--- config.mk ---
export PLATFORM = sky130hd
export DESIGN_NAME = uart_rx_byte
export DESIGN_NICKNAME = d
export VERILOG_FILES = /design/src/rtl/uart_rx_byte.sv
export SDC_FILE = /design/constraint.sdc
export NUM_CORES = 1
export LEC_CHECK = 0
export CAP_MARGIN = 20
export CORE_ASPECT_RATIO = 0.8
export CORE_MARGIN = 5
export CORE_UTILIZATION = 41
export CTS_CLUSTER_DIAMETER = 120
export DETAILED_ROUTE_END_ITERATION = 6
export PLACE_DENSITY_LB_ADDON = 0.15
export SYNTH_ARGS = -nofsm -noshare
export SYNTH_HDL_FRONTEND = slang
export SYNTH_SLANG_ARGS = --single-unit
export TNS_END_PERCENT = 1
--- constraint.sdc ---
create_clock -name clk -period 4 [get_ports clk]
set_input_delay 0.6 -clock clk [delete_from_list [all_inputs] [get_ports clk]]
set_output_delay 0.6 -clock clk [all_outputs]
set_load 0.03 [all_outputs]
--- src/rtl/uart_rx_byte.sv ---
// Oversampling UART receiver: serial line in, byte plus one-clock done strobe out.
// Define UART_RX_PARITY_EN for 8E1 frames with parity checking; the default build receives 8N1.
module uart_rx_byte #(
    parameter int CLK_FREQ   = 100_000_000,
    parameter int BAUD       = 9600,
    parameter int OVERSAMPLE = 16
) (
    input  logic       clk,
    input  logic       reset,
    input  logic       rx,
    output logic [7:0] rx_data,
    output logic       rx_done,
    output logic       rx_busy,
    output logic       frame_err,
    output logic       parity_err
);

    localparam int DIV = CLK_FREQ / (BAUD * OVERSAMPLE);
    localparam int TW  = (DIV > 1) ? $clog2(DIV) : 1;
    localparam int SW  = $clog2(OVERSAMPLE);

    localparam logic [TW-1:0] DIV_LAST  = TW'(DIV - 1);
    localparam logic [SW-1:0] HALF_LAST = SW'(OVERSAMPLE / 2 - 1);
    localparam logic [SW-1:0] FULL_LAST = SW'(OVERSAMPLE - 1);

    localparam logic [2:0] S_IDLE      = 3'd0;
    localparam logic [2:0] S_START     = 3'd1;
    localparam logic [2:0] S_DATA      = 3'd2;
    localparam logic [2:0] S_STOP      = 3'd3;
    localparam logic [2:0] S_WAIT_HIGH = 3'd4;
`ifdef UART_RX_PARITY_EN
    localparam logic [2:0] S_PARITY    = 3'd5;
`endif

    logic          rx_meta;
    logic          rx_s;
    logic          rx_prev;
    logic [TW-1:0] tick_cnt;
    logic          tick;
    logic [2:0]    state;
    logic [SW-1:0] sample_cnt;
    logic [2:0]    bit_idx;
    logic [7:0]    shift_reg;
`ifdef UART_RX_PARITY_EN
    logic          parity_bad;
`endif

    // Synchronisers reset to 1 so that leaving reset never looks like a start edge.
    always_ff @(posedge clk or posedge reset) begin
        if (reset) begin
            rx_meta <= 1'b1;
            rx_s    <= 1'b1;
            rx_prev <= 1'b1;
        end else begin
            rx_meta <= rx;
            rx_s    <= rx_meta;
            rx_prev <= rx_s;
        end
    end

    always_ff @(posedge clk or posedge reset) begin
        if (reset) begin
            tick_cnt <= '0;
        end else if (tick_cnt == DIV_LAST) begin
            tick_cnt <= '0;
        end else begin
            tick_cnt <= tick_cnt + 1'b1;
        end
    end

    assign tick = (tick_cnt == DIV_LAST);

    always_ff @(posedge clk or posedge reset) begin
        if (reset) begin
            state      <= S_IDLE;
            sample_cnt <= '0;
            bit_idx    <= '0;
            shift_reg  <= '0;
            rx_data    <= '0;
            rx_done    <= 1'b0;
            rx_busy    <= 1'b0;
            frame_err  <= 1'b0;
`ifdef UART_RX_PARITY_EN
            parity_err <= 1'b0;
            parity_bad <= 1'b0;
`endif
        end else begin
            rx_done   <= 1'b0;
            frame_err <= 1'b0;
`ifdef UART_RX_PARITY_EN
            parity_err <= 1'b0;
`endif
            case (state)
                S_IDLE: begin
                    if (rx_prev && !rx_s) begin
                        state      <= S_START;
                        sample_cnt <= '0;
                        rx_busy    <= 1'b1;
                    end
                end
                // A start bit that is high again at its midpoint was only a glitch.
                S_START: begin
                    if (tick) begin
                        if (sample_cnt == HALF_LAST) begin
                            if (!rx_s) begin
                                sample_cnt <= '0;
                                bit_idx    <= '0;
                                state      <= S_DATA;
                            end else begin
                                state   <= S_IDLE;
                                rx_busy <= 1'b0;
                            end
                        end else begin
                            sample_cnt <= sample_cnt + 1'b1;
                        end
                    end
                end
                S_DATA: begin
                    if (tick) begin
                        if (sample_cnt == FULL_LAST) begin
                            sample_cnt         <= '0;
                            shift_reg[bit_idx] <= rx_s;
                            bit_idx            <= bit_idx + 1'b1;
                            if (bit_idx == 3'd7) begin
`ifdef UART_RX_PARITY_EN
                                state <= S_PARITY;
`else
                                state <= S_STOP;
`endif
                            end
                        end else begin
                            sample_cnt <= sample_cnt + 1'b1;
                        end
                    end
                end
`ifdef UART_RX_PARITY_EN
                S_PARITY: begin
                    if (tick) begin
                        if (sample_cnt == FULL_LAST) begin
                            sample_cnt <= '0;
                            parity_bad <= (rx_s != ^shift_reg);
                            parity_err <= (rx_s != ^shift_reg);
                            state      <= S_STOP;
                        end else begin
                            sample_cnt <= sample_cnt + 1'b1;
                        end
                    end
                end
`endif
                // Returning to IDLE right at the stop-bit midpoint leaves half a bit to catch the next start edge.
                S_STOP: begin
                    if (tick) begin
                        if (sample_cnt == FULL_LAST) begin
                            sample_cnt <= '0;
                            if (rx_s) begin
                                state   <= S_IDLE;
                                rx_busy <= 1'b0;
`ifdef UART_RX_PARITY_EN
                                if (!parity_bad) begin
                                    rx_data <= shift_reg;
                                    rx_done <= 1'b1;
                                end
`else
                                rx_data <= shift_reg;
                                rx_done <= 1'b1;
`endif
                            end else begin
                                frame_err <= 1'b1;
                                state     <= S_WAIT_HIGH;
                            end
                        end else begin
                            sample_cnt <= sample_cnt + 1'b1;
                        end
                    end
                end
                S_WAIT_HIGH: begin
                    if (rx_s) begin
                        state   <= S_IDLE;
                        rx_busy <= 1'b0;
                    end
                end
                default: begin
                    state   <= S_IDLE;
                    rx_busy <= 1'b0;
                end
            endcase
        end
    end

`ifndef UART_RX_PARITY_EN
    assign parity_err = 1'b0;
`endif

endmodule

# Word level (Yosys, flattened, before mapping)
# Cells that the tools add are included.
# word_totals
romBits	0
mem_count	0
mem_bits_rw	0
input_bits	3
latch_bits	0
regBits	42
elab_cells	95
output_inout_bits	12
# classes
bitwise	1
n_reduce_logical	13
mul	0
n_mux	44
n_lt_le_gt_ge	2
n_shift	0
n_div	0
add_sub_neg	3
n_eq_ne	20
# op_table
operator	count
$mux W3	15
$mux W4	6
$ne A2 B2 Y1 const B	10
$mux W1	15
$pmux W3 S5	1
$pmux W4 S3	1
$reduce_and A6 Y1	2
$add A10 B1 Y10 const B	1
$eq A10 B10 Y1 const B	1
$mux W10	1
$reduce_and A9 Y1	1
$bwmux W8	1
$eq A3 B2 Y1 const B	2
$eq A3 B3 Y1 const B	2
$pmux W3 S2	1
$pmux W1 S5	1
$reduce_and A5 Y1	1
$add A4 B1 Y4 const B	1
$eq A4 B3 Y1 const B	1
$eq A4 B4 Y1 const B	1
$lt A3 B4 Y1 const B	1
$reduce_and A4 Y1	1
$add A3 B1 Y3 const B	1
$demux W1 S3	1
13 further kinds	14

# Depth between registers and ports, before layout
# logic_depth
depth_word	5
depth_mapped	7
mapped_depth_nobuf	6

# Least setup slack after synthesis
# OpenSTA, ideal clock, no wires.
# synth_path
path_type	reg-to-reg
startpoint	reg tick_cnt[8]
endpoint	reg rx_data[0]
t_required_ns	3.875
path_buffers	1
path_slack_ns	1.596
synth_period_minus_slack_ns	2.404
stages_incl_launch_ff	6
t_arrival_ns	2.279
setup_ns	0.125
path_cell_list	dfrtp_1 -> or4b_4 -> or3_1 -> buf_2 -> nor4_4 -> mux2_2
# synth_between
elab_chain_len	2
# synth_rtl
element	line_no	source
start: declaration	38	logic [TW-1:0] tick_cnt;
start signal: assignment	67	tick_cnt <= tick_cnt + 1'b1;
$eq A10 B10 Y1	71	assign tick = (tick_cnt == DIV_LAST);
$reduce_and A4 Y1 (no line)	--	
end signal: assignment	164	rx_data <= shift_reg;
end: declaration	11	output logic [7:0] rx_data,
# No other way between the ends.
# A chain may end at the register's enable or synchronous reset.

# Worst setup path after layout
# layout_path
startpoint	reg tick_cnt[8]
endpoint	reg rx_data[7]
# The elaborated chain is that of the path after synthesis.

==> impl_metrics.csv <==
group,metric,value,unit
status,outcome,"finished, final reports clean",
finish,fin_nets,197,
timing,period_share,65.5,%
synthesis,synth_edf_count,0,
critical_path,end_kind,"flip-flop",
floorplanning,dieArea,6370,µm²
finish,fill_cells,426,
global_route,grt_overflow,0,
synthesis,synthArstFlopShare,100,%
clock_network,root_buffer,"clkbuf_8",
timing,period_minus_slack,2.62,ns
synthesis,avgSynthCellArea,11.7,µm²
detailed_routing,wl,3.81,mm
timing,slew_viol_final,0,
detailed_routing,first_pass_iters,4,
critical_path,startpoint_type,"flip-flop",
timing,slew_headroom,35.1,%
synthesis,synth_nets,179,
synthesis,ys_types,44,
placed_design,routabilityCongestion,0.827,
floorplanning,io_pins,15,
clock_network,clockBufferDepth,2,
floorplanning,initial_core_util,42.9,%
clock_network,numCtsBuffers,5,
critical_path,cp.required,4.18,ns
floorplanning,rows,22,
timing,hold_violations,0,
clock_network,clkSinkCount,42,
finish,area_delta_synth_final,15.9,%
finish,largest_reg_flops,10,
global_route,grtUsageTotal,13.3,%
finish,drive_gt1_share,20.5,%
detailed_routing,drt_iter0_drc,52,
placed_design,portBuffers,13,
critical_path,critPathMaxFanout,8,
detailed_routing,vias_per_cell,5.44,
clock_network,cts_setup_buffers,0,
floorplanning,fp.dieH,72.4,µm
synthesis,synth.area.mux_share,10.7,%
synthesis,ys.flop_type,"dfrtp_1",
critical_path,worstPathArrival,2.80,ns
detailed_routing,wl_per_cell,15.2,µm
timing,finalSetupViolations,0,
flow_run,maxCapViolCount,0,
synthesis,synth_xor_area_share,3.95,%
global_route,grt_start_max_net_pins,28,
detailed_routing,via_count,1360,
finish,multiInputGateArea,888,µm²
placed_design,place_area,2190,µm²
synthesis,synthSimpleGateAreaFrac,19.9,%
synthesis,syn_inst,171,
hold_path,hold_path.class,"reg -> reg",
clock_network,htree_levels,2,
synthesis,synth_warnings,0,
global_route,antenna_found_initial,0,
finish,seqCellArea,1050,µm²
synthesis,synth_seq_cells,42,
critical_path,critical_path_class,"reg -> reg",
detailed_routing,final_antenna_net_count,0,
timing,tightest_slew,0.965,ns
timing,fmax,382,MHz
clock_network,clk_latency,0.29,ns
timing,rsz0062_at_grt,"no",
global_route,grt_pass1_vias,1362,
synthesis,synth_adder_area_share,3.14,%
synthesis,synth_top_family_by_area,"simple AND/OR/NAND/NOR gates",
clock_network,tritoncts,"built",
power_and_ir_drop,power.density,367,nW/µm²
finish,diodes,0,
timing,fin_skew,0.00238,ns
power_and_ir_drop,peakVddDrop,179,µV
clock_network,clkSlewWorstSetupHoldPaths,0.08,ns
placed_design,dp.cells,241,
synthesis,syn_area,1990,µm²
finish,fin_cells,250,
synthesis,synth_compound_area_share,6.71,%
timing,fin_setup_tns,0,ns
placed_design,dp_hpwl,2.75,mm
clock_network,cts.repair.resized,0,
detailed_routing,drc,0,
floorplanning,core_area,4650,µm²
floorplanning,die_w,88.0,µm
clock_network,hold_buffers,0,
finish,post-route-util,49.7,%
synthesis,ys_seq_area_share,52.9,%
finish,design_area,2310,µm²
global_route,grt_pass1_wl,6.54,mm
power_and_ir_drop,p_leak,1.03,nW
worst max-delay path, stage by stage, from the launching register on:
cell and delay, ns:
dfrtp_1 0.41, or4b_4 0.59, or3_1 0.49, nor4_4 0.61
mux2_2 0.41
cell usage after synthesis, types with 2 or more instances:
cell	count	area, µm²
a21oi_1	3	15.0
a22o_1	2	17.5
inv_1	7	26.3
nor2_1	12	45.0
xnor2_1	5	43.8
nand3_1	8	40.0
nor4bb_1	2	20.0
and3_1	3	18.8
or2_2	2	12.5
o2bb2ai_1	2	17.5
ha_1	5	62.6
nand4b_1	3	26.3
or4_2	2	17.5
buf_2	2	10.0
nand3b_1	3	22.5
nand2_1	8	30.0
a211o_1	2	17.5
dfstp_2	3	78.8
dfrtp_1	39	976
nor3_1	5	25.0
xor2_1	4	35.0
clkbuf_1	2	7.51
nor4_1	6	37.5
nand4_1	2	12.5
mux2_2	18	203
nor3b_1	2	15.0
o22ai_1	2	12.5
layout make-up:
type	instances	share of cell area (%)
clock buffers	6	3.57
clock inverters	2	0.541
inverters	7	1.14
multi-input cells	117	38.4
flip-flops and latches	42	45.6
well taps	60	3.25
repair buffers	16	7.47
cells by family (layout without fill, tap and decap cells):
kind of cell               after synthesis  after routing
and+or+nand+nor                         65             65
muxes                                   19             19
AOI/OAI and AO/OA                       18             18
buffers and inverters                   12             31
adders and majority gates                5              5
other                                    1              1
DFF                                     42             42
xor gates and xnor gates                 9              9
worst paths after layout:
path | start | slack (ns) | end | cells after the start
worst max-delay path | tick_cnt[8] | 1.38 | rx_data[7] | 4
worst min-delay path | rx_meta | 0.36 | rx_s | 0
worst max register to register | tick_cnt[8] | 1.38 | rx_data[7] | 4
worst min register to register | rx_meta | 0.36 | rx_s | 0
max in group asynchronous | reset | 2.90 | rx_meta | 3
min in group asynchronous | reset | 0.53 | bit_idx[0] | 2
layout by cell type, fill, tap and decap left out, drive strengths merged, types with 3 or more instances in the layout:
cell type      instances
dfrtp                 39
mux2                  18
clkdlybuf4s50         13
nor2                  12
nand2                  8
nand3                  8
inv                    7
nor4                   7
clkbuf                 6
xnor2                  5
nor3                   5
ha                     5
xor2                   4
a21oi                  4
nand3b                 3
nand4b                 3
and3                   3
dfstp                  3
buf                    3
metal layers:
metal,wire (µm),global-route usage (%),part of all wire [%],vias to the layer above
met5,0,0,0,-
met4,53,4.94,1.4,0
met3,146,3.86,3.8,7
met2,1690,19.1,44,29
met1,1920,19.1,50,666
li1,-,-,-,658
per-stage QoR:
stage	power (W)	hold WS (ns)	setup WS (ns)
floorplan	0.000544	0.345	1.60
global placement	0.000567	0.346	1.44
detailed placement	0.000572	0.351	1.37
CTS	0.000858	0.363	1.36
global route	0.000894	0.364	1.29
finish	0.000849	0.360	1.38
power by group:
part	total (W)	internal [W]	switching, W
Clock	0.000282	0.000139	0.000143
Combinational	0.0000936	0.0000422	0.0000514
Sequential	0.000473	0.000446	0.0000270
Power figures use the tool's default switching activity.
